**src/rtl/pcpi_mul_pkg.sv**
```systemverilog
// Shared decode constants and FSM encodings for the PCPI RV32M multiplier.
package pcpi_mul_pkg;

  localparam int unsigned AccW = 64;
  localparam int unsigned CntW = 7;

  localparam logic [6:0] OpcodeOp    = 7'b0110011;
  localparam logic [6:0] Funct7MulDiv = 7'b0000001;

  localparam logic [2:0] F3Mul    = 3'b000;
  localparam logic [2:0] F3Mulh   = 3'b001;
  localparam logic [2:0] F3Mulhsu = 3'b010;
  localparam logic [2:0] F3Mulhu  = 3'b011;

  localparam logic [1:0] StIdle = 2'd0;
  localparam logic [1:0] StBusy = 2'd1;
  localparam logic [1:0] StDone = 2'd2;

endpackage

```
**src/rtl/pcpi_mul_step.sv**
```systemverilog
// One iteration of the shift-add multiplier: folds StepsPerCycle partial products into acc.
module pcpi_mul_step
  import pcpi_mul_pkg::*;
#(
  parameter int unsigned StepsPerCycle = 4
) (
  input  logic [AccW-1:0]          acc_i,
  input  logic [AccW-1:0]          mcand_i,
  input  logic [StepsPerCycle-1:0] mplier_i,
  output logic [AccW-1:0]          acc_o
);

  always_comb begin
    acc_o = acc_i;
    for (int i = 0; i < StepsPerCycle; i++) begin
      if (mplier_i[i]) begin
        acc_o = acc_o + (mcand_i << i);
      end
    end
  end

endmodule

```
**src/rtl/pcpi_mul.sv**
```systemverilog
// Iterative RV32M multiplier on the PicoRV32 PCPI bus (MUL/MULH/MULHSU/MULHU).
// Define PCPI_MUL_FAST_EN to replace the iterative datapath with one registered 33x33 multiply.
module pcpi_mul
  import pcpi_mul_pkg::*;
#(
  parameter int unsigned STEPS_PER_CYCLE = 4
) (
  input  logic        clk,
  input  logic        resetn,
  input  logic        pcpi_valid,
  input  logic [31:0] pcpi_insn,
  input  logic [31:0] pcpi_rs1,
  input  logic [31:0] pcpi_rs2,
  output logic        pcpi_wr,
  output logic [31:0] pcpi_rd,
  output logic        pcpi_wait,
  output logic        pcpi_ready
);

  logic [1:0]      state_q, state_d;
  logic [AccW-1:0] acc_q, acc_d;
  logic [AccW-1:0] mcand_q, mcand_d;
  logic [AccW-1:0] mplier_q, mplier_d;
  logic [CntW-1:0] cnt_q, cnt_d;
  logic            hi_q, hi_d;
  logic [31:0]     rd_q, rd_d;
  logic            ready_q, ready_d;

  logic [2:0]      funct3;
  logic            insn_match;
  logic            rs1_signed, rs2_signed;
  logic [AccW-1:0] a_ext, b_ext;
  logic [AccW-1:0] acc_step;
  logic [CntW-1:0] cnt_init;
  logic            unused_insn;

  assign funct3     = pcpi_insn[14:12];
  assign insn_match = pcpi_valid && (pcpi_insn[6:0] == OpcodeOp) &&
                      (pcpi_insn[31:25] == Funct7MulDiv) && !funct3[2];
  assign unused_insn = ^{pcpi_insn[24:15], pcpi_insn[11:7]};

  assign rs1_signed = (funct3 != F3Mulhu);
  assign rs2_signed = (funct3 == F3Mul) || (funct3 == F3Mulh);
  assign a_ext      = {{32{rs1_signed & pcpi_rs1[31]}}, pcpi_rs1};
  assign b_ext      = {{32{rs2_signed & pcpi_rs2[31]}}, pcpi_rs2};

`ifdef PCPI_MUL_FAST_EN
  logic signed [65:0] prod;
  logic               unused_fast;

  assign prod        = $signed(mcand_q[32:0]) * $signed(mplier_q[32:0]);
  assign acc_step    = prod[AccW-1:0];
  assign cnt_init    = CntW'(1);
  assign unused_fast = ^{prod[65:64], mcand_q[63:33], mplier_q[63:33], acc_q};
`else
  pcpi_mul_step #(
    .StepsPerCycle (STEPS_PER_CYCLE)
  ) u_step (
    .acc_i    (acc_q),
    .mcand_i  (mcand_q),
    .mplier_i (mplier_q[STEPS_PER_CYCLE-1:0]),
    .acc_o    (acc_step)
  );

  // Low word only depends on the low 32 multiplier bits, so MUL needs half the steps.
  assign cnt_init = (funct3 == F3Mul) ? CntW'(32 / STEPS_PER_CYCLE) :
                                        CntW'(64 / STEPS_PER_CYCLE);
`endif

  always_comb begin
    state_d  = state_q;
    acc_d    = acc_q;
    mcand_d  = mcand_q;
    mplier_d = mplier_q;
    cnt_d    = cnt_q;
    hi_d     = hi_q;
    rd_d     = rd_q;
    ready_d  = 1'b0;

    case (state_q)
      StIdle: begin
        if (insn_match) begin
          mcand_d  = a_ext;
          mplier_d = b_ext;
          acc_d    = '0;
          hi_d     = (funct3 != F3Mul);
          cnt_d    = cnt_init;
          state_d  = StBusy;
        end
      end
      StBusy: begin
        if (!pcpi_valid) begin
          state_d = StIdle;
        end else begin
          acc_d    = acc_step;
          mcand_d  = mcand_q << STEPS_PER_CYCLE;
          mplier_d = mplier_q >> STEPS_PER_CYCLE;
          cnt_d    = cnt_q - CntW'(1);
          if (cnt_q == CntW'(1)) begin
            rd_d    = hi_q ? acc_step[63:32] : acc_step[31:0];
            ready_d = 1'b1;
            state_d = StDone;
          end
        end
      end
      StDone: begin
        if (!pcpi_valid) begin
          state_d = StIdle;
        end
      end
      default: state_d = StIdle;
    endcase
  end

  always_ff @(posedge clk or negedge resetn) begin
    if (!resetn) begin
      state_q  <= StIdle;
      acc_q    <= '0;
      mcand_q  <= '0;
      mplier_q <= '0;
      cnt_q    <= '0;
      hi_q     <= 1'b0;
      rd_q     <= '0;
      ready_q  <= 1'b0;
    end else begin
      state_q  <= state_d;
      acc_q    <= acc_d;
      mcand_q  <= mcand_d;
      mplier_q <= mplier_d;
      cnt_q    <= cnt_d;
      hi_q     <= hi_d;
      rd_q     <= rd_d;
      ready_q  <= ready_d;
    end
  end

  assign pcpi_wait  = (state_q == StBusy);
  assign pcpi_ready = ready_q;
  assign pcpi_wr    = ready_q;
  assign pcpi_rd    = rd_q;

endmodule

```
**config.mk**
```make
export PLATFORM = sky130hd
export DESIGN_NAME = pcpi_mul
export DESIGN_NICKNAME = d
export VERILOG_FILES = /design/src/rtl/pcpi_mul_pkg.sv /design/src/rtl/pcpi_mul_step.sv /design/src/rtl/pcpi_mul.sv
export SDC_FILE = /design/constraint.sdc
export NUM_CORES = 1
export LEC_CHECK = 0
export BUFFER_PORTS_ARGS = -buffer_cell sky130_fd_sc_hd__buf_4
export CAP_MARGIN = 30
export CORE_AREA = 2 2 235 237
export CTS_CLUSTER_DIAMETER = 50
export CTS_CLUSTER_SIZE = 30
export DETAILED_ROUTE_END_ITERATION = 7
export DIE_AREA = 0 0 237 239
export PLACE_DENSITY_LB_ADDON = 0.1
export SLEW_MARGIN = 20
export SYNTH_ARGS = -nofsm -noshare
export SYNTH_HDL_FRONTEND = slang
export SYNTH_SLANG_ARGS = --single-unit
```
**constraint.sdc**
```tcl
create_clock -name clk -period 30.7 [get_ports clk]
set_clock_uncertainty 0.1 [all_clocks]
set_input_delay 0 -clock clk [delete_from_list [all_inputs] [get_ports clk]]
set_output_delay 0 -clock clk [all_outputs]
set_load 0.005 [all_outputs]
```
==> impl_metrics.tcl, run 1 <==
set metrics [dict create \
    status "completed" \
    tns_ns 0 \
    cts_sinks 211 \
    start_util_pct 49.5 \
    async_reset_ff_share_pct 100 \
    cp.arrival_ns 13.05 \
    synth_flop_cell "dfrtp_1" \
    netlist_area_um2 26900 \
    worst_slew_pin_slew_ns 1.06 \
    finalCriticalPeriod_ns 12.68 \
    drtIter0Drc 3337 \
    placed_area_um2 28000 \
    peakVddDrop_uv 46.4 \
    core.rowCount 86 \
    startpoint_type "flip-flop" \
    power_density_nw_per_um2 21.7 \
    reg2regPathDepth 51 \
    cts_max_level 1 \
    drt-vias-per-instance 6.56 \
    grt_pass1_wl_um 164000 \
    diodes 0 \
    yosysTopAreaCellShare_pct 19.6 \
    p_leak_nw 14.5 \
    grt_pass1_vias 26929 \
    drtAntennaViolNets 0 \
    first_pass_iters 6 \
    place_congestion 1.07 \
    clkLatencyLatePin_ns 0.59 \
    maxCapViolCount 0 \
    yosysTopAreaCell "dfrtp_1" \
    fin_area_um2 29800 \
    rsz0062_at_grt "no" \
    synth_cell_types 91 \
    track_usage_pct 37.7 \
    core_um2 54300 \
    dp_cells 4274 \
    avgRoutedWirePerCell_um 24.8 \
    whs_path_depth 6 \
    crit_path_max_fanout 9 \
    min_path_type "primary input to flip-flop" \
    cp-end-kind "flip-flop" \
    final-setup-viol-count 0 \
    postRouteWirelength_um 109000 \
    netlist_top_cells_count "nand2_1, a21oi_1, nor2_1, o21ai_0, ha_1" \
    fp.dieH_um 239 \
    clk_pin_slew_ns 0.08 \
    grt_overflow 0 \
    crit_cells 51 \
    dieArea_um2 56600 \
    synth_edf_count 0 \
    worst-path-buf-inv 5 \
    route.vias.total 28898 \
    finish.utilization_pct 54.9 \
    nets 4032 \
    drive_above_1_share_pct 9.49 \
    max_freq_mhz 78.9 \
    placement.io_buffers 118 \
    yosys_warnings 0 \
    syn_to_final_growth_pct 10.9 \
    cts_buffer_depth 3 \
    avgSynthCellArea_um2 7.34 \
    ys_top_cells_by_area "dfrtp_1, ha_1, nand2_1, a21oi_1, a21o_1" \
    grt_max_degree 100 \
    crit_slowest_cell "o31ai_2" \
    cts_tree "yes" \
    die_width_um 237 \
    cts_setup_buffers 0 \
    crit_type "flip-flop to flip-flop" \
    slew_headroom_pct 28.4 \
    synth.most_common_cell "nand2_1" \
    io_pins 134 \
    syn-num-nets 4014 \
    ys_ff_latch 211 \
    fin_crit_sh_pct 41.3 \
    synth-seq-area-share_pct 19.6 \
    cts_root_buf "clkbuf_16" \
    crit_path_max_incr_delay_ns 0.59 \
    drcViolationCount 0 \
    path_delay_family "compound AO/OA/AOI/OAI gates" \
    cts_inserted_buffers 26 \
    antenna_found_initial 0 \
    fin_hold_ws_ns 0.0205 \
    postSynthCellCount 3663 \
    fin_cells 4404 \
    required_ns 31.08 \
    maxSlewViolCount 0 \
    dpl.hpwl_um 86400 \
    hold_viol_final 0 \
]
-- flip-flops by register name (all words and copies together), names as in the netlist --
name / count
acc_q: 64
cnt_q: 7
hi_q: 1
mcand_q: 64
mplier_q: 40
pcpi_rd: 32
pcpi_ready: 1
state_q: 2
-- cells by family (layout without fill, tap and decap cells) --
| family | count (synthesis) | count (layout) | synth area share [%] |
|---|---|---|---|
| xor+xnor | 222 | 222 | 7.28 |
| mux | 121 | 121 | 4.92 |
| fa+ha+maj | 252 | 252 | 11.8 |
| compound gates | 1334 | 1334 | 31.8 |
| flops | 211 | 211 | 19.6 |
| simple gates | 1170 | 1170 | 19.5 |
| buf+inv | 353 | 390 | 5.04 |
-- final cells by class --
class	count	area [um2]
clock buffer	28	678
inverter	111	418
tap	704	881
timing repair buffer	232	2000
clock inverter	19	265
multi-input combinational	3099	20300
fill	5144	24500
sequential	211	5290
-- timing repair --
item,CTS,global route
gates resized for setup,0,0
endpoints found under the hold margin,182,0
hold buffers,81,0
-- power by group --
part | leakage [nW] | internal, W | switching, W
logic | 11.1 | 0.0000166 | 0.0000162
clock network | 0.456 | 0.000175 | 0.000161
registers | 2.92 | 0.000278 | 0.000000738
total | 14.5 | 0.000470 | 0.000178
-- through the flow --
step	setup slack (ns)	total power, W
5_1_grt	17.17	0.000663
3_5_place_dp	18.33	0.000308
4_1_cts	18.21	0.000650
3_3_place_gp	18.50	0.000308
2_1_floorplan	21.02	0.000291
6_report	18.02	0.000647
-- worst min-delay path: cells and delay by family --
family / cells / cell delay (ns)
AOI/OAI and AO/OA: 1 / 0.07
and+or+nand+nor: 4 / 0.47
buffers and inverters: 1 / 0.10
-- per-layer routing --
metal	track usage (%)	part of all wire [%]	vias up
met5	0	0	-
met4	12.0	3.6	0
met1	56.0	45	13805
li1	-	-	13428
met3	7.98	12	165
met2	53.9	40	1500
-- cell usage in the layout (no fill, tap or decap), drive strengths merged, types with 15 or more instances in the layout --
cell type,instances
a21boi,15
o21a,40
nand3,91
a31oi,91
a211oi,15
mux2i,31
nor3,41
a21o,187
o221ai,16
nor2b,32
o211ai,25
mux2,90
o31ai,26
dlygate4sd3,80
a221oi,17
ha,248
o21bai,64
nand2b,34
inv,120
nand4,84
a22oi,17
xnor2,138
and3,22
xor2,83
dfrtp,211
o21ai,305
a21oi,383
nor2,251
buf,151
and2,15
clkbuf,29
or3,19
nand2,539
-- path summary, 6_finish.rpt --
kind	slack (ns)	endpoint	startpoint
setup / recovery	18.02	pcpi_rd[31]	mcand_q[0]
hold / removal	0.02	cnt_q[1]	pcpi_insn[4]
hold reg to reg	0.38	mplier_q[62]	mplier_q[62]
max in group asynchronous	28.32	acc_q[50]	resetn
setup reg to reg	18.02	pcpi_rd[31]	mcand_q[0]
min in group asynchronous	0.29	pcpi_rd[27]	resetn
Power figures use the tool's default switching activity.
==> run 2, diff against run 1 <==
--- a/config.mk
+++ b/config.mk
@@ -5,13 +5,14 @@
 export SDC_FILE = /design/constraint.sdc
 export NUM_CORES = 1
 export LEC_CHECK = 0
+export ABC_AREA = 1
 export BUFFER_PORTS_ARGS = -buffer_cell sky130_fd_sc_hd__buf_4
 export CAP_MARGIN = 30
-export CORE_AREA = 2 2 235 237
+export CORE_AREA = 2 2 252 254
 export CTS_CLUSTER_DIAMETER = 50
 export CTS_CLUSTER_SIZE = 30
 export DETAILED_ROUTE_END_ITERATION = 7
-export DIE_AREA = 0 0 237 239
+export DIE_AREA = 0 0 254 256
 export PLACE_DENSITY_LB_ADDON = 0.1
 export SLEW_MARGIN = 20
 export SYNTH_ARGS = -nofsm -noshare
==> constraint.sdc (replaced) <==
create_clock -name clk -period 13.1 [get_ports clk]
set_clock_uncertainty 0.1 [all_clocks]
set_input_delay 0 -clock clk [delete_from_list [all_inputs] [get_ports clk]]
set_output_delay 0 -clock clk [all_outputs]
set_load 0.005 [all_outputs]
==> impl_metrics.tcl, run 2 <==
set metrics [dict create \
    status "complete, but fails checks" \
    violations "hold timing" \
    yosys_warnings 0 \
    track_usage_pct 45.1 \
    first_pass_iters 6 \
    yosysTopAreaCellShare_pct 20.1 \
    ys_ff_latch 211 \
    avgSynthCellArea_um2 5.72 \
    postRouteWirelength_um 150000 \
    slew_headroom_pct 30.3 \
    syn_to_final_growth_pct 11.4 \
    required_ns 13.49 \
    grt_pass1_wl_um 216000 \
    cp-end-kind "flip-flop" \
    drtIter0Drc 4213 \
    nets 5884 \
    fp.dieH_um 256 \
    io_pins 134 \
    layout.filler_cells 6588 \
    tns_ns 0 \
    synth.most_common_cell "nand2_1" \
    crit_path_max_incr_delay_ns 0.64 \
    worst_slew_pin_slew_ns 1.05 \
    synth_flop_cell "dfrtp_1" \
    grt_max_degree 112 \
    drive_above_1_share_pct 5.40 \
    p_leak_nw 18.0 \
    cts_root_buf "clkbuf_16" \
    avgRoutedWirePerCell_um 23.5 \
    placed_area_um2 32500 \
    fin_area_um2 34400 \
    placement.io_buffers 118 \
    cts_buffer_depth 3 \
    netlist_area_um2 30900 \
    rsz0062_at_grt "no" \
    netlist_top_cells_count "nand2_1, inv_1, nor2_1, nand3_1, a21oi_1" \
    maxSlewViolCount 0 \
    antenna_found_initial 0 \
    maxCapViolCount 0 \
    ys_top_cells_by_area "nand2_1, dfrtp_1, ha_1, inv_1, nand3_1" \
    cts_setup_buffers 0 \
    core_um2 62400 \
    multiInputGateArea_um2 22200 \
    synth_cell_types 56 \
    cts_inserted_buffers 28 \
    hold_viol_final 4 \
    cts_tree "yes" \
    crit_slowest_cell "dfrtp_1" \
    crit_path_max_fanout 6 \
    fin_crit_sh_pct 76.0 \
    synth_edf_count 0 \
    final_cell_mix "nand2_1, inv_1, nor2_1" \
    synth-seq-area-share_pct 17.1 \
    ctsResizeCount 0 \
    layout_commonest_cell "nand2_1" \
    yosysTopAreaCell "nand2_1" \
    max_freq_mhz 100 \
    grt_overflow 0 \
    core.rowCount 92 \
    cp.arrival_ns 10.35 \
    place_congestion 1.07 \
    cts_sinks 211 \
    start_util_pct 49.6 \
    startpoint_type "flip-flop" \
    seqCellArea_um2 5290 \
    finalCriticalPeriod_ns 9.96 \
    route.vias.total 37436 \
    power_density_nw_per_um2 68.4 \
    final-setup-viol-count 0 \
    dpl.hpwl_um 123000 \
    reg.largest.list "acc_q x64, mcand_q x64, mplier_q x40" \
    async_reset_ff_share_pct 100 \
    drt-vias-per-instance 5.85 \
    holdBufCountCts 74 \
    drtAntennaViolNets 0 \
    drcViolationCount 0 \
    clkLatencyLatePin_ns 0.62 \
    postSynthCellCount 5407 \
    crit_type "flip-flop to flip-flop" \
    syn-num-nets 5758 \
    die_width_um 254 \
    peakVddDrop_uv 106 \
    path_common_cell "nand2_1" \
    diodes 0 \
    dieArea_um2 65000 \
    fin_hold_ws_ns -0.0412 \
    cts_max_level 1 \
    grt_pass1_vias 35201 \
    min_path_type "primary input to flip-flop" \
    clk_pin_slew_ns 0.08 \
]
==> run 2: changes by cell type in the layout (fill, tap and decap cells not counted), sizes merged, moves of 83 or more <==
cell	before	now
a21o	187	44
inv	120	794
mux2	90	0
nand2	539	1680
nand3	91	458
nor2	251	576
xnor2	138	55
==> run 2: metrics by stage <==
step / hold WS, ns / util, % / std cells / setup WS [ns] / total power (W)
3_5_place_dp: -0.0393 / 52.2 / 6268 / 3.66 / 0.00144
3_3_place_gp: -0.0457 / 52.1 / 6267 / 3.74 / 0.00144
4_1_cts: 0.0519 / 55.0 / 6394 / 3.61 / 0.00232
5_1_grt: 0.0398 / 55.2 / 6401 / 2.74 / 0.00244
2_1_floorplan: -0.396 / - / 5407 / 6.43 / 0.00118
6_report: -0.0412 / 55.2 / 6401 / 3.14 / 0.00236
==> run 2: worst max-delay path, delay by kind of cell, from the launching register on <==
kind | cells | cell delay (ns)
adders and majority gates | 4 | 1.44
AOI/OAI and AO/OA | 7 | 2.29
DFF | 1 | 0.64
and+or+nand+nor | 32 | 4.70
buffers and inverters | 7 | 0.51
xor gates and xnor gates | 1 | 0.13
==> run 2: per-layer routing <==
layer  GRT usage, %  vias to the layer above  wire [um]  part of all wire [%]
li1               -                    17827          -                     -
met1           60.2                    17171      61100                    41
met2           66.6                     2064      61400                    41
met3           9.08                      374      16700                    11
met4           27.8                        0      11100                   7.4
met5              0                        -          0                     0
==> run 2: power by group <==
part | internal (W) | total [W] | switching (W)
logic | 0.000266 | 0.000838 | 0.000571
registers | 0.000652 | 0.000655 | 0.00000262
clock network | 0.000463 | 0.000863 | 0.000400
==> run 2: cells by family (layout without fill, tap and decap cells) <==
kind of cell / count (synthesis) / count (layout) / synth area share (%)
AND/OR/NAND/NOR: 2929 / 2929 / 39.7
flip-flops: 211 / 211 / 17.1
XOR/XNOR: 120 / 120 / 3.40
multiplexers: 1 / 1 / 0.0324
buffers and inverters: 910 / 1058 / 11.3
adder cells (fa/ha/maj): 252 / 252 / 10.3
AO/OA/AOI/OAI: 984 / 984 / 18.2
==> run 2: layout make-up <==
type	instances	area share, %
inverters	783	8.54
well taps	846	3.07
repair buffers	223	5.64
multi-input cells	4286	64.4
clock inverters	22	0.868
flip-flops and latches	211	15.3
clock buffers	30	2.15
==> run 2: path summary, 6_finish.rpt <==
kind	start	slack [ns]	endpoint	cells past startpoint
setup / recovery	mcand_q[23]	3.14	pcpi_rd[31]	51
hold / removal	pcpi_insn[31]	-0.04	mcand_q[9]	4
setup reg to reg	mcand_q[23]	3.14	pcpi_rd[31]	51
hold reg to reg	cnt_q[5]	0.36	cnt_q[5]	1
max in group asynchronous	resetn	10.66	mplier_q[1]	5
min in group asynchronous	resetn	0.30	pcpi_rd[24]	3
